[config.mk]
export PLATFORM = sky130hd
export DESIGN_NAME = serial_add_ctrl
export DESIGN_NICKNAME = d
export VERILOG_FILES = /design/src/rtl/serial_add_pkg.sv /design/src/rtl/fadd_cell.sv /design/src/rtl/serial_add_ctrl.sv
export SDC_FILE = /design/constraint.sdc
export NUM_CORES = 1
export LEC_CHECK = 0
export CORE_MARGIN = 4
export CORE_UTILIZATION = 50
export DETAILED_ROUTE_END_ITERATION = 10
export DONT_BUFFER_PORTS = 1
export PLACE_DENSITY = 0.68
export SLEW_MARGIN = 10
export SYNTH_ARGS = -nofsm -noshare
export SYNTH_HDL_FRONTEND = slang
export SYNTH_SLANG_ARGS = --single-unit
[constraint.sdc]
create_clock -name clk -period 4.1 [get_ports clk]
set_clock_uncertainty 0.2 [all_clocks]
set_input_delay 1.025 -clock clk [delete_from_list [all_inputs] [get_ports clk]]
set_output_delay 1.025 -clock clk [all_outputs]
set_load 0.1 [all_outputs]
[src/rtl/serial_add_pkg.sv]
// Shared types and defaults for the bit-serial adder controller.
package serial_add_pkg;

    typedef enum logic [1:0] {
        IDLE = 2'b00,
        RUN  = 2'b01,
        DONE = 2'b10
    } state_t;

    localparam int DEFAULT_WIDTH = 8;

endpackage

[src/rtl/fadd_cell.sv]
// Gate-level one-bit full adder, reused every cycle by the serial controller.
module fadd_cell (
    output logic S,
    output logic C,
    input  logic a,
    input  logic b,
    input  logic c
);

    logic w_p;
    logic w_g;
    logic w_t;

    xor g_xor_p (w_p, a, b);
    xor g_xor_s (S, w_p, c);
    and g_and_g (w_g, a, b);
    and g_and_t (w_t, w_p, c);
    or  g_or_c  (C, w_g, w_t);

endmodule

[src/rtl/serial_add_ctrl.sv]
// Bit-serial adder: one full-adder cell, LSB-first, one bit per clock,
// with a carry flip-flop chaining positions and a one-cycle done pulse.
module serial_add_ctrl
    import serial_add_pkg::*;
#(
    parameter int WIDTH = DEFAULT_WIDTH
) (
    input  logic             clk,
    input  logic             rst,
    input  logic             start,
    input  logic [WIDTH-1:0] a,
    input  logic [WIDTH-1:0] b,
    input  logic             cin,
    output logic             busy,
    output logic             done,
    output logic [WIDTH-1:0] sum,
    output logic             cout
);

    localparam int                CNT_W    = $clog2(WIDTH);
    localparam logic [CNT_W-1:0]  LAST_BIT = CNT_W'(WIDTH - 1);

    state_t             r_state;
    logic [WIDTH-1:0]   r_a;
    logic [WIDTH-1:0]   r_b;
    logic [WIDTH-1:0]   r_sum_sr;
    logic [WIDTH-1:0]   r_sum;
    logic               r_carry;
    logic               r_cout;
    logic [CNT_W-1:0]   r_cnt;
    logic               w_s;
    logic               w_c;

    fadd_cell u_cell (
        .S (w_s),
        .C (w_c),
        .a (r_a[0]),
        .b (r_b[0]),
        .c (r_carry)
    );

    // NOTE: all state updates use <= so every register samples pre-edge values,
    // which is what lets the shift regs and the carry advance in lockstep.
    always_ff @(posedge clk) begin
        if (rst) begin
            r_state  <= IDLE;
            r_a      <= '0;
            r_b      <= '0;
            r_sum_sr <= '0;
            r_sum    <= '0;
            r_carry  <= 1'b0;
            r_cout   <= 1'b0;
            r_cnt    <= '0;
        end else begin
            case (r_state)
                IDLE: begin
                    if (start) begin
                        r_a      <= a;
                        r_b      <= b;
                        r_carry  <= cin;
                        r_sum_sr <= '0;
                        r_cnt    <= '0;
                        r_state  <= RUN;
                    end
                end
                RUN: begin
                    r_a      <= {1'b0, r_a[WIDTH-1:1]};
                    r_b      <= {1'b0, r_b[WIDTH-1:1]};
                    r_sum_sr <= {w_s, r_sum_sr[WIDTH-1:1]};
                    r_carry  <= w_c;
                    if (r_cnt == LAST_BIT) begin
                        // Publish on the edge entering DONE so the result is
                        // already stable for the whole done cycle.
                        r_sum   <= {w_s, r_sum_sr[WIDTH-1:1]};
                        r_cout  <= w_c;
                        r_cnt   <= '0;
                        r_state <= DONE;
                    end else begin
                        r_cnt <= r_cnt + 1'b1;
                    end
                end
                DONE:    r_state <= IDLE;
                default: r_state <= IDLE;
            endcase
        end
    end

    assign busy = (r_state == RUN) || (r_state == DONE);
    assign done = (r_state == DONE);
    assign sum  = r_sum;
    assign cout = r_cout;

endmodule

Word-level counts from Yosys, hierarchy flattened
Cells that the tools add are included.

cells by class
  multiplexer cells = 14
  bitwise logic cells = 5
  reduce and logical (&&, ||, !) cells = 6
  $add $sub $neg = 1
  eq/ne operators = 5

operators by type and width
  kind                                                                   count
  8-bit one-hot mux with 2 select lines                                  3
  8-bit 2-to-1 mux                                                       3
  3-bit 2-to-1 mux                                                       2
  3-bit one-hot mux with 2 select lines                                  1
  2-bit AND reduction                                                    3
  2-bit 2-to-1 mux                                                       2
  2-bit inequality test, second input constant                           2
  2-bit one-hot mux with 2 select lines                                  1
  3-bit by 1-bit adder with 3-bit output, second input constant          1
  3-bit equality test, second input constant                             1
  1-bit bitwise AND                                                      2
  2-bit by 1-bit equality test with 1-bit output, second input constant  1
  2-bit equality test, second input constant                             1
  2-bit logical NOT                                                      1
  1-bit one-hot mux with 2 select lines                                  1
  2-bit nonzero test                                                     1
  1-bit XOR                                                              2
  1-bit logical OR                                                       1
  1-bit 2-to-1 mux                                                       1
  1-bit bitwise OR                                                       1

word-level totals
  bits of input ports = 20
  output and inout bits = 11
  register bits after elaboration = 39
  word-level logic and storage cells = 39

Depth between registers and ports, before layout
Gate-level depths: netlist of the first run.

  depth in word-level cells = 4
  depth in mapped cells = 7
  mapped depth without buffers = 5

By module
From an unflattened synthesis of the first run, not the netlist that was laid out.

second synthesis, totals
  cell total of the unflattened synthesis = 178
  area, all modules = 1769.2 um^2

by module, submodules not included
  module           sequential area each (um^2)  cells each  area an instance (um^2)  instances
  serial_add_ctrl  760.7                        177         1749.2                   1
  fadd_cell        0.0                          1           20.0                     1

Worst setup path after synthesis of the first run
Ideal clock, no wire load.

  path kind = register to output
  from = register r_state[0]
  to = output port busy
  required time = 2.875 ns
  data arrival time = 1.254 ns
  slack = 1.621 ns
  stages on the path, launching flop included = 3
  cell sequence = dfxtp_1 > inv_1 > ha_1

between the ends
  longest elaborated chain between the ends = 2

ends and longest elaborated chain
  element                                                                                line                   source
  start, declared                                                                        serial_add_ctrl.sv:23  state_t r_state;
  start signal, assigned                                                                 serial_add_ctrl.sv:46  r_state <= IDLE;
  start signal, assigned                                                                 serial_add_ctrl.sv:63  r_state <= RUN;
  start signal, assigned                                                                 serial_add_ctrl.sv:77  r_state <= DONE;
  2-bit by 1-bit equality test with 1-bit output or 2-bit equality test (tied branches)  serial_add_ctrl.sv:88  assign busy = (r_state == RUN) || (r_state == DONE);
  1-bit logical OR (*)                                                                   serial_add_ctrl.sv:88
  end, declared                                                                          serial_add_ctrl.sv:14  output logic busy,

Every way passes the cells marked *; elsewhere a longest branch is shown, timed or not.

Worst setup path in the final report of the first run
Ends and elaborated chain as after synthesis.

==> results.json, run 1 <==
{
  "status": "completed",
  "area_growth_pct": 0.8285,
  "h-tree-depth": 2,
  "postRouteAntennaNets": 0,
  "cts_resized": 0,
  "maxCapViolCount": 0,
  "wl_microns": 3155,
  "ir_drop_uv": 235.8,
  "rsz0062_at_grt": "no",
  "drv_slew": 0,
  "timing.fmax_ghz": 0.3425,
  "gp_congestion": 0.7187,
  "tns_ns": 0,
  "fin_ws_ns": 1.180,
  "grt_pass1_wl_microns": 5313,
  "report.power.total_uw": 761.6,
  "grt_max_degree": 42,
  "root_buffer": "clkbuf_4",
  "final_common_cell": "dfxtp_1",
  "cts_num_sinks": 38,
  "worstSetupPathType": "reg2out",
  "min_period_ns": 2.920,
  "grt_overflow_total": 0,
  "io_pins": 31,
  "multiInputGateArea_sq_um": 799.5,
  "cts_buffer_depth": 2,
  "timing.final.crit_share_pct": 71.21,
  "post-route-cell-area_sq_mm": 0.001675,
  "hpwl_microns": 2104,
  "seq_area_sq_um": 760.7,
  "synth_seq_cells": 38,
  "synthMuxAreaShare_pct": 11.14,
  "die_area_sq_mm": 0.004309,
  "synth_compound_area_share_pct": 16.34,
  "portBuffers": 0,
  "crit_fanout": 4,
  "syn_area_per_cell_sq_um": 9.441,
  "p_leak_nw": 0.5881,
  "grt_antenna_before_repair": 0,
  "worstRegToRegCells": 6,
  "ys.flop_type": "dfxtp_1",
  "syn_inst": 176,
  "dp_cells": 206,
  "vias_per_cell": 5.596,
  "n_fill_cell": 322,
  "synthDistinctLibCells": 23,
  "ys_seq_area_share_pct": 45.78,
  "wire_per_inst_microns": 14.81,
  "final_hold_viol_count": 0,
  "drive_gt1_share_pct": 4.734,
  "hold_depth": 2,
  "core_area_sq_mm": 0.003128,
  "holdBufCountCts": 0,
  "power_density_mw_per_mm2": 454.6,
  "fp.dieW_microns": 65.65,
  "tightest_slew_ns": 0.9774,
  "clock_latency_ns": 0.34,
  "diodes": 0,
  "synth_edf_count": 0,
  "drcViolationCount": 0,
  "finalSetupViolations": 0,
  "netlist_area_sq_mm": 0.001662,
  "startpoint_type": "flop",
  "grt_pass1_vias": 1205,
  "dp_slack_ns": 1.551,
  "track_usage_pct": 16.25,
  "synth_fa_ha_area_share_pct": 5.723,
  "synthXorXnorAreaFrac_pct": 0,
  "synth_warnings": 0,
  "fin_nets": 196,
  "synthesis.nets": 203,
  "crit_required_ns": 2.87,
  "drtIter0Drc": 50,
  "async_flop_share_pct": 0,
  "die_h_microns": 65.65,
  "dr.pass1.iters": 4,
  "final_cell_mix": "dfxtp_1, nor2_1, mux2i_1",
  "hold_class": "reg2reg",
  "placementRows": 20,
  "via_count": 1192,
  "finalNonFillerCells": 213,
  "critical_path_arrival_ns": 1.69,
  "synth_top_family_by_area": "compound AO/OA/AOI/OAI gates",
  "yosys.area_share.simple_pct": 14.91,
  "dpl-instance-area_sq_mm": 0.001630,
  "clk_transition_reported_paths_ns": 0.10,
  "cts_setup_buffers": 0,
  "cts_tree": "done",
  "slew_headroom_pct": 34.75,
  "endpoint_kind": "output pin",
  "initial_core_util_pct": 53.12,
  "cts_made_buffers": 5
}
==> area by class of cell <==
cell class	count	share of cell area, %
flip-flops and latches	38	45.41
inverters	2	0.4481
repair buffers	1	0.4481
well taps	44	3.286
clock buffers	7	2.689
multi-input cells	121	47.72
==> path summary, 6_finish.rpt <==
path              startpoint  endpoint  slack [ns]
hold / removal        r_a[7]    r_a[7]        0.26
setup / recovery  r_state[0]      busy        1.18
setup reg to reg  r_state[1]  r_cnt[0]        1.81
hold reg to reg       r_a[7]    r_a[7]        0.26
==> synth_stat cells, types with 4 or more instances <==
| master | count | share of area [%] |
|---|---|---|
| buf_2 | 6 | 1.8 |
| a32oi_1 | 9 | 4.7 |
| nor2_1 | 24 | 5.4 |
| dfxtp_1 | 38 | 46 |
| nand3_1 | 10 | 3.0 |
| nand2_1 | 13 | 2.9 |
| a21oi_1 | 15 | 4.5 |
| mux2i_1 | 17 | 10 |
| ha_1 | 6 | 4.5 |
| buf_6 | 4 | 2.7 |
| a211oi_1 | 15 | 6.8 |
| clkbuf_1 | 5 | 1.1 |
==> stage by stage <==
stage / hold slack, ns / utilization, %
after CTS: 0.2555 / 53.56
after floorplan: 0.2316 / -
after detailed placement: 0.2411 / 52.12
after global placement: 0.2339 / 52.12
after global routing: 0.2973 / 53.56
final: 0.2553 / 53.56
==> flip-flops by register name, summed over array words and instances (netlist names) <==
name and flops:
r_a 8, r_carry 1, cout 1, r_b 8, sum 8, r_state 2
r_sum_sr 7, r_cnt 3
==> power by group <==
part,internal [mW],leakage (nW),switching [mW],total [mW]
registers,0.399,0.310,0.0177,0.417
clock network,0.0646,0.0254,0.111,0.175
logic,0.0603,0.252,0.109,0.169
==> layer usage <==
metal  vias to the layer above  part of all wire, %  GRT usage [%]
met4                         0                  1.5          9.326
met5                         -                    0              0
met2                        22                   46          25.28
met1                       552                   47          19.38
li1                        612                    -              -
met3                         6                  5.6          5.470
==> critical path, stage by stage (launching register included) <==
cell	delay, ns
dfxtp_1	0.40
inv_1	0.09
ha_1	0.87
==> cells by family after synthesis <==
group	Yosys count
compound gates	40
fa+ha+maj	7
buf+inv	17
mux	18
simple gates	56
flops	38
(Power assumes the default switching activity.)
==> inputs of run 2 (changes only) <==
Clock period 4.1 ns to 2.85 ns, I/O delays scaled along.
==> run 2 against run 1 <==
Compared with the run above:
- clock power rose by 60%
- non-clock buffer count rose by 13
- routed wire length fell by 2.1%
- setup slack got worse by 0.61 ns
- via count rose by 6.4%
- flip-flop and latch count did not move
- largest power group unchanged
==> results.json, run 2 (synthesized netlist as in run 1, its figures left out) <==
{
  "startpoint_type": "flop",
  "final_cell_mix": "dfxtp_1, nor2_1, mux2i_1",
  "grt_overflow_total": 0,
  "timing.fmax_ghz": 0.4389,
  "clock_latency_ns": 0.33,
  "ir_drop_uv": 337.5,
  "slew_headroom_pct": 71.69,
  "fp.dieW_microns": 65.65,
  "reg2reg_to": "r_b[1]",
  "drtIter0Drc": 50,
  "worstRegToRegCells": 6,
  "core_area_sq_mm": 0.003128,
  "area_growth_pct": 7.605,
  "placementRows": 20,
  "r2r_start": "r_state[1]",
  "slowest_delay_ns": 0.40,
  "drive_gt1_share_pct": 12.57,
  "cts_setup_buffers": 0,
  "grt_pass1_vias": 1206,
  "wire_per_inst_microns": 13.61,
  "crit_path_start": "r_state[0]",
  "endpoint_kind": "output pin",
  "path_cells": "inv_1 -> ha_1 -> buf_4",
  "cts_num_sinks": 38,
  "finalSetupViolations": 0,
  "grt_pass1_wl_microns": 5250,
  "initial_core_util_pct": 53.12,
  "drcViolationCount": 0,
  "hpwl_microns": 2207,
  "vias_per_cell": 5.586,
  "post-route-cell-area_sq_mm": 0.001788,
  "holdBufCountCts": 0,
  "crit_fanout": 4,
  "maxCapViolCount": 0,
  "min_period_ns": 2.278,
  "postRouteAntennaNets": 0,
  "cts_made_buffers": 5,
  "wl_microns": 3089,
  "crit_required_ns": 1.94,
  "critical_path_arrival_ns": 1.37,
  "dp_slack_ns": 0.9311,
  "die_h_microns": 65.65,
  "io_pins": 31,
  "dpl-instance-area_sq_mm": 0.001728,
  "worstSetupPathType": "reg2out",
  "cts_resized": 0,
  "h-tree-depth": 2,
  "dr.pass1.iters": 5,
  "fin_nets": 209,
  "gp_congestion": 0.7214,
  "power_density_mw_per_mm2": 635.4,
  "clk_transition_reported_paths_ns": 0.10,
  "final_hold_viol_count": 0,
  "n_fill_cell": 295,
  "cts_tree": "done",
  "regToRegSetupSlack_ns": 0.94,
  "dp_cells": 219,
  "crit_path_top_delay_cell": "dfxtp_1",
  "track_usage_pct": 15.67,
  "portBuffers": 0,
  "die_area_sq_mm": 0.004309,
  "timing.final.crit_share_pct": 79.94,
  "p_leak_nw": 0.6676,
  "tns_ns": 0,
  "grt_max_degree": 39,
  "diodes": 0,
  "tightest_slew_ns": 0.4247,
  "hold_class": "in2reg",
  "drv_slew": 0,
  "finalNonFillerCells": 227,
  "cts_buffer_depth": 2,
  "status": "completed",
  "via_count": 1268,
  "rsz0062_at_grt": "no",
  "crit_end": "busy",
  "fin_ws_ns": 0.5717,
  "final_common_cell": "dfxtp_1",
  "grt_antenna_before_repair": 0,
  "root_buffer": "clkbuf_4"
}
run 2: through the flow:
step / hold slack, ns / total power, mW / utilization [%]
after floorplan: 0.2316 / 0.8504 / -
after global placement: 0.2331 / 0.8572 / 55.24
after detailed placement: 0.2415 / 0.8680 / 55.24
after CTS: 0.2273 / 1.149 / 57.16
after global routing: 0.2114 / 1.204 / 57.16
final: 0.2425 / 1.136 / 57.16
run 2: cell type report:
cell class	count	area [sq um]	area share [%]
multi-input combinational	121	799.5	44.72
timing repair buffer	14	105.1	5.878
clock buffer	7	55.05	3.079
clock inverter	1	5.005	0.2799
sequential	38	760.7	42.55
tap	44	55.05	3.079
inverter	2	7.507	0.4199
run 2: power breakdown:
group / switching [mW] / total (mW) / internal, mW
sequential: 0.0265 / 0.601 / 0.575
clock: 0.161 / 0.280 / 0.120
combinational: 0.158 / 0.255 / 0.0964
total: 0.345 / 1.14 / 0.791
run 2: critical path, delay by kind of cell (launching register included):
family	cells	cell delay, ns
adder cells (fa/ha/maj)	1	0.28
buffers and inverters	2	0.36
flip-flops	1	0.40
run 2: metal layers:
layer | global-route usage [%] | wire length, microns | part of all wire, % | vias up
met5 | 0 | 0 | 0 | -
met4 | 4.663 | 30 | 0.97 | 0
met3 | 7.009 | 253 | 8.2 | 5
met2 | 24.41 | 1455 | 47 | 34
met1 | 19.36 | 1350 | 44 | 587
li1 | - | - | - | 642
run 2: worst min path at each step:
stage	startpoint	cells past startpoint	end
after global placement	r_b[7]	2	r_b[7]
final	rst	1	r_b[5]
after floorplan	r_a[7]	2	r_a[7]
after detailed placement	sum[2]	2	sum[2]
after CTS	rst	1	r_state[1]
after global routing	rst	1	r_sum_sr[6]
==> inputs of run 3 (changes only) <==
Clock period 2.85 ns to 2.4 ns, I/O delays scaled along.
==> run 3 against run 2 <==
Compared with the run above:
- die area stayed put
- non-clock buffer count rose by 1
- cell count grew 0.44%
- combinational power grew 20%
- clock power increased by 49%
==> results.json, run 3 (synthesized netlist as in run 1, its figures left out) <==
{
  "grt_max_degree": 39,
  "die_h_microns": 65.65,
  "endpoint_kind": "output pin",
  "dp_cells": 220,
  "n_fill_cell": 291,
  "finalSetupViolations": 0,
  "cts_made_buffers": 5,
  "report.power.total_mw": 1.435,
  "initial_core_util_pct": 53.12,
  "wl_microns": 3120,
  "clk_transition_reported_paths_ns": 0.11,
  "slew_headroom_pct": 73.41,
  "cts_buffer_depth": 2,
  "grt_antenna_before_repair": 0,
  "worstSetupPathType": "reg2out",
  "cts_setup_buffers": 0,
  "drive_gt1_share_pct": 13.59,
  "regToRegSetupSlack_ns": 0.58,
  "seq_area_sq_um": 760.7,
  "drtIter0Drc": 40,
  "hold_start": "rst",
  "die_area_sq_mm": 0.004309,
  "diodes": 0,
  "io_pins": 31,
  "gp_congestion": 0.7261,
  "min_period_ns": 2.170,
  "ir_drop_uv": 325.5,
  "vias_per_cell": 5.487,
  "crit_fanout": 4,
  "timing.hold.ws_ns": 0.1143,
  "status": "completed",
  "rsz0062_at_grt": "no",
  "tns_ns": 0,
  "postRouteAntennaNets": 0,
  "cts_num_sinks": 38,
  "clock_latency_ns": 0.34,
  "timing.final.crit_share_pct": 90.42,
  "grt_pass1_vias": 1204,
  "fin_ws_ns": 0.2299,
  "post-route-cell-area_sq_mm": 0.001813,
  "r2r_start": "r_cnt[0]",
  "holdBufCountCts": 0,
  "via_count": 1251,
  "hpwl_microns": 2198,
  "portBuffers": 0,
  "grt_pass1_wl_microns": 5306,
  "holdPathEnd": "r_b[2]",
  "core_area_sq_mm": 0.003128,
  "tightest_slew_ns": 0.3988,
  "power_density_mw_per_mm2": 791.7,
  "fp.dieW_microns": 65.65,
  "wire_per_inst_microns": 13.68,
  "h-tree-depth": 2,
  "maxCapViolCount": 0,
  "dr.pass1.iters": 4,
  "cts_tree": "done",
  "critical_path_arrival_ns": 1.37,
  "startpoint_type": "flop",
  "fin_nets": 210,
  "grt_overflow_total": 0,
  "hold_depth": 1,
  "worstRegToRegCells": 5,
  "cts_resized": 0,
  "crit_required_ns": 1.60,
  "reg2reg_to": "r_cnt[0]",
  "area_growth_pct": 9.111,
  "placementRows": 20,
  "p_leak_nw": 0.6824,
  "drv_slew": 0,
  "final_common_cell": "dfxtp_1",
  "final_cell_mix": "dfxtp_1, nor2_1, mux2i_1",
  "final_hold_viol_count": 0,
  "finalNonFillerCells": 228,
  "track_usage_pct": 16.34,
  "root_buffer": "clkbuf_4",
  "dpl-instance-area_sq_mm": 0.001735,
  "drcViolationCount": 0,
  "hold_class": "in2reg",
  "multiInputGateArea_sq_um": 799.5,
  "dp_slack_ns": 0.5965,
  "timing.fmax_ghz": 0.4608,
  "postLayoutCoreUtil_pct": 57.96
}
run 3: layout make-up:
| type | instances | area share (%) |
|---|---|---|
| multi-input cells | 121 | 44.10 |
| flip-flops and latches | 38 | 41.96 |
| repair buffers | 15 | 6.211 |
| well taps | 44 | 3.037 |
| clock inverters | 3 | 2.208 |
| clock buffers | 5 | 2.070 |
| inverters | 2 | 0.4141 |
run 3: how the worst max path moves through the flow:
stage               startpoint  slack, ns  endpoint  cells after the start
floorplan           r_state[0]       0.35      busy                      2
global placement    r_state[0]       0.62      busy                      3
detailed placement  r_state[1]       0.60    r_a[4]                      6
CTS                 r_state[0]       0.21      busy                      3
global route        r_state[0]       0.14      busy                      3
finish              r_state[0]       0.23      busy                      3
run 3: critical path, stage by stage, from the launching register on:
cell,delay (ns)
dfxtp_1,0.39
inv_1,0.08
ha_1,0.28
buf_4,0.28
run 3: metal layers:
| metal | vias up | global-route usage, % | share of wire, % |
|---|---|---|---|
| met1 | 582 | 18.47 | 44 |
| li1 | 639 | - | - |
| met2 | 25 | 25.78 | 47 |
| met4 | 0 | 6.995 | 1.5 |
| met5 | - | 0 | 0 |
| met3 | 5 | 8.205 | 7.2 |
run 3: where the power goes:
group          total, mW  internal, mW  switching [mW]
combinational      0.305         0.117           0.188
clock              0.417         0.216           0.201
sequential         0.714         0.682          0.0312
total               1.44          1.01           0.421
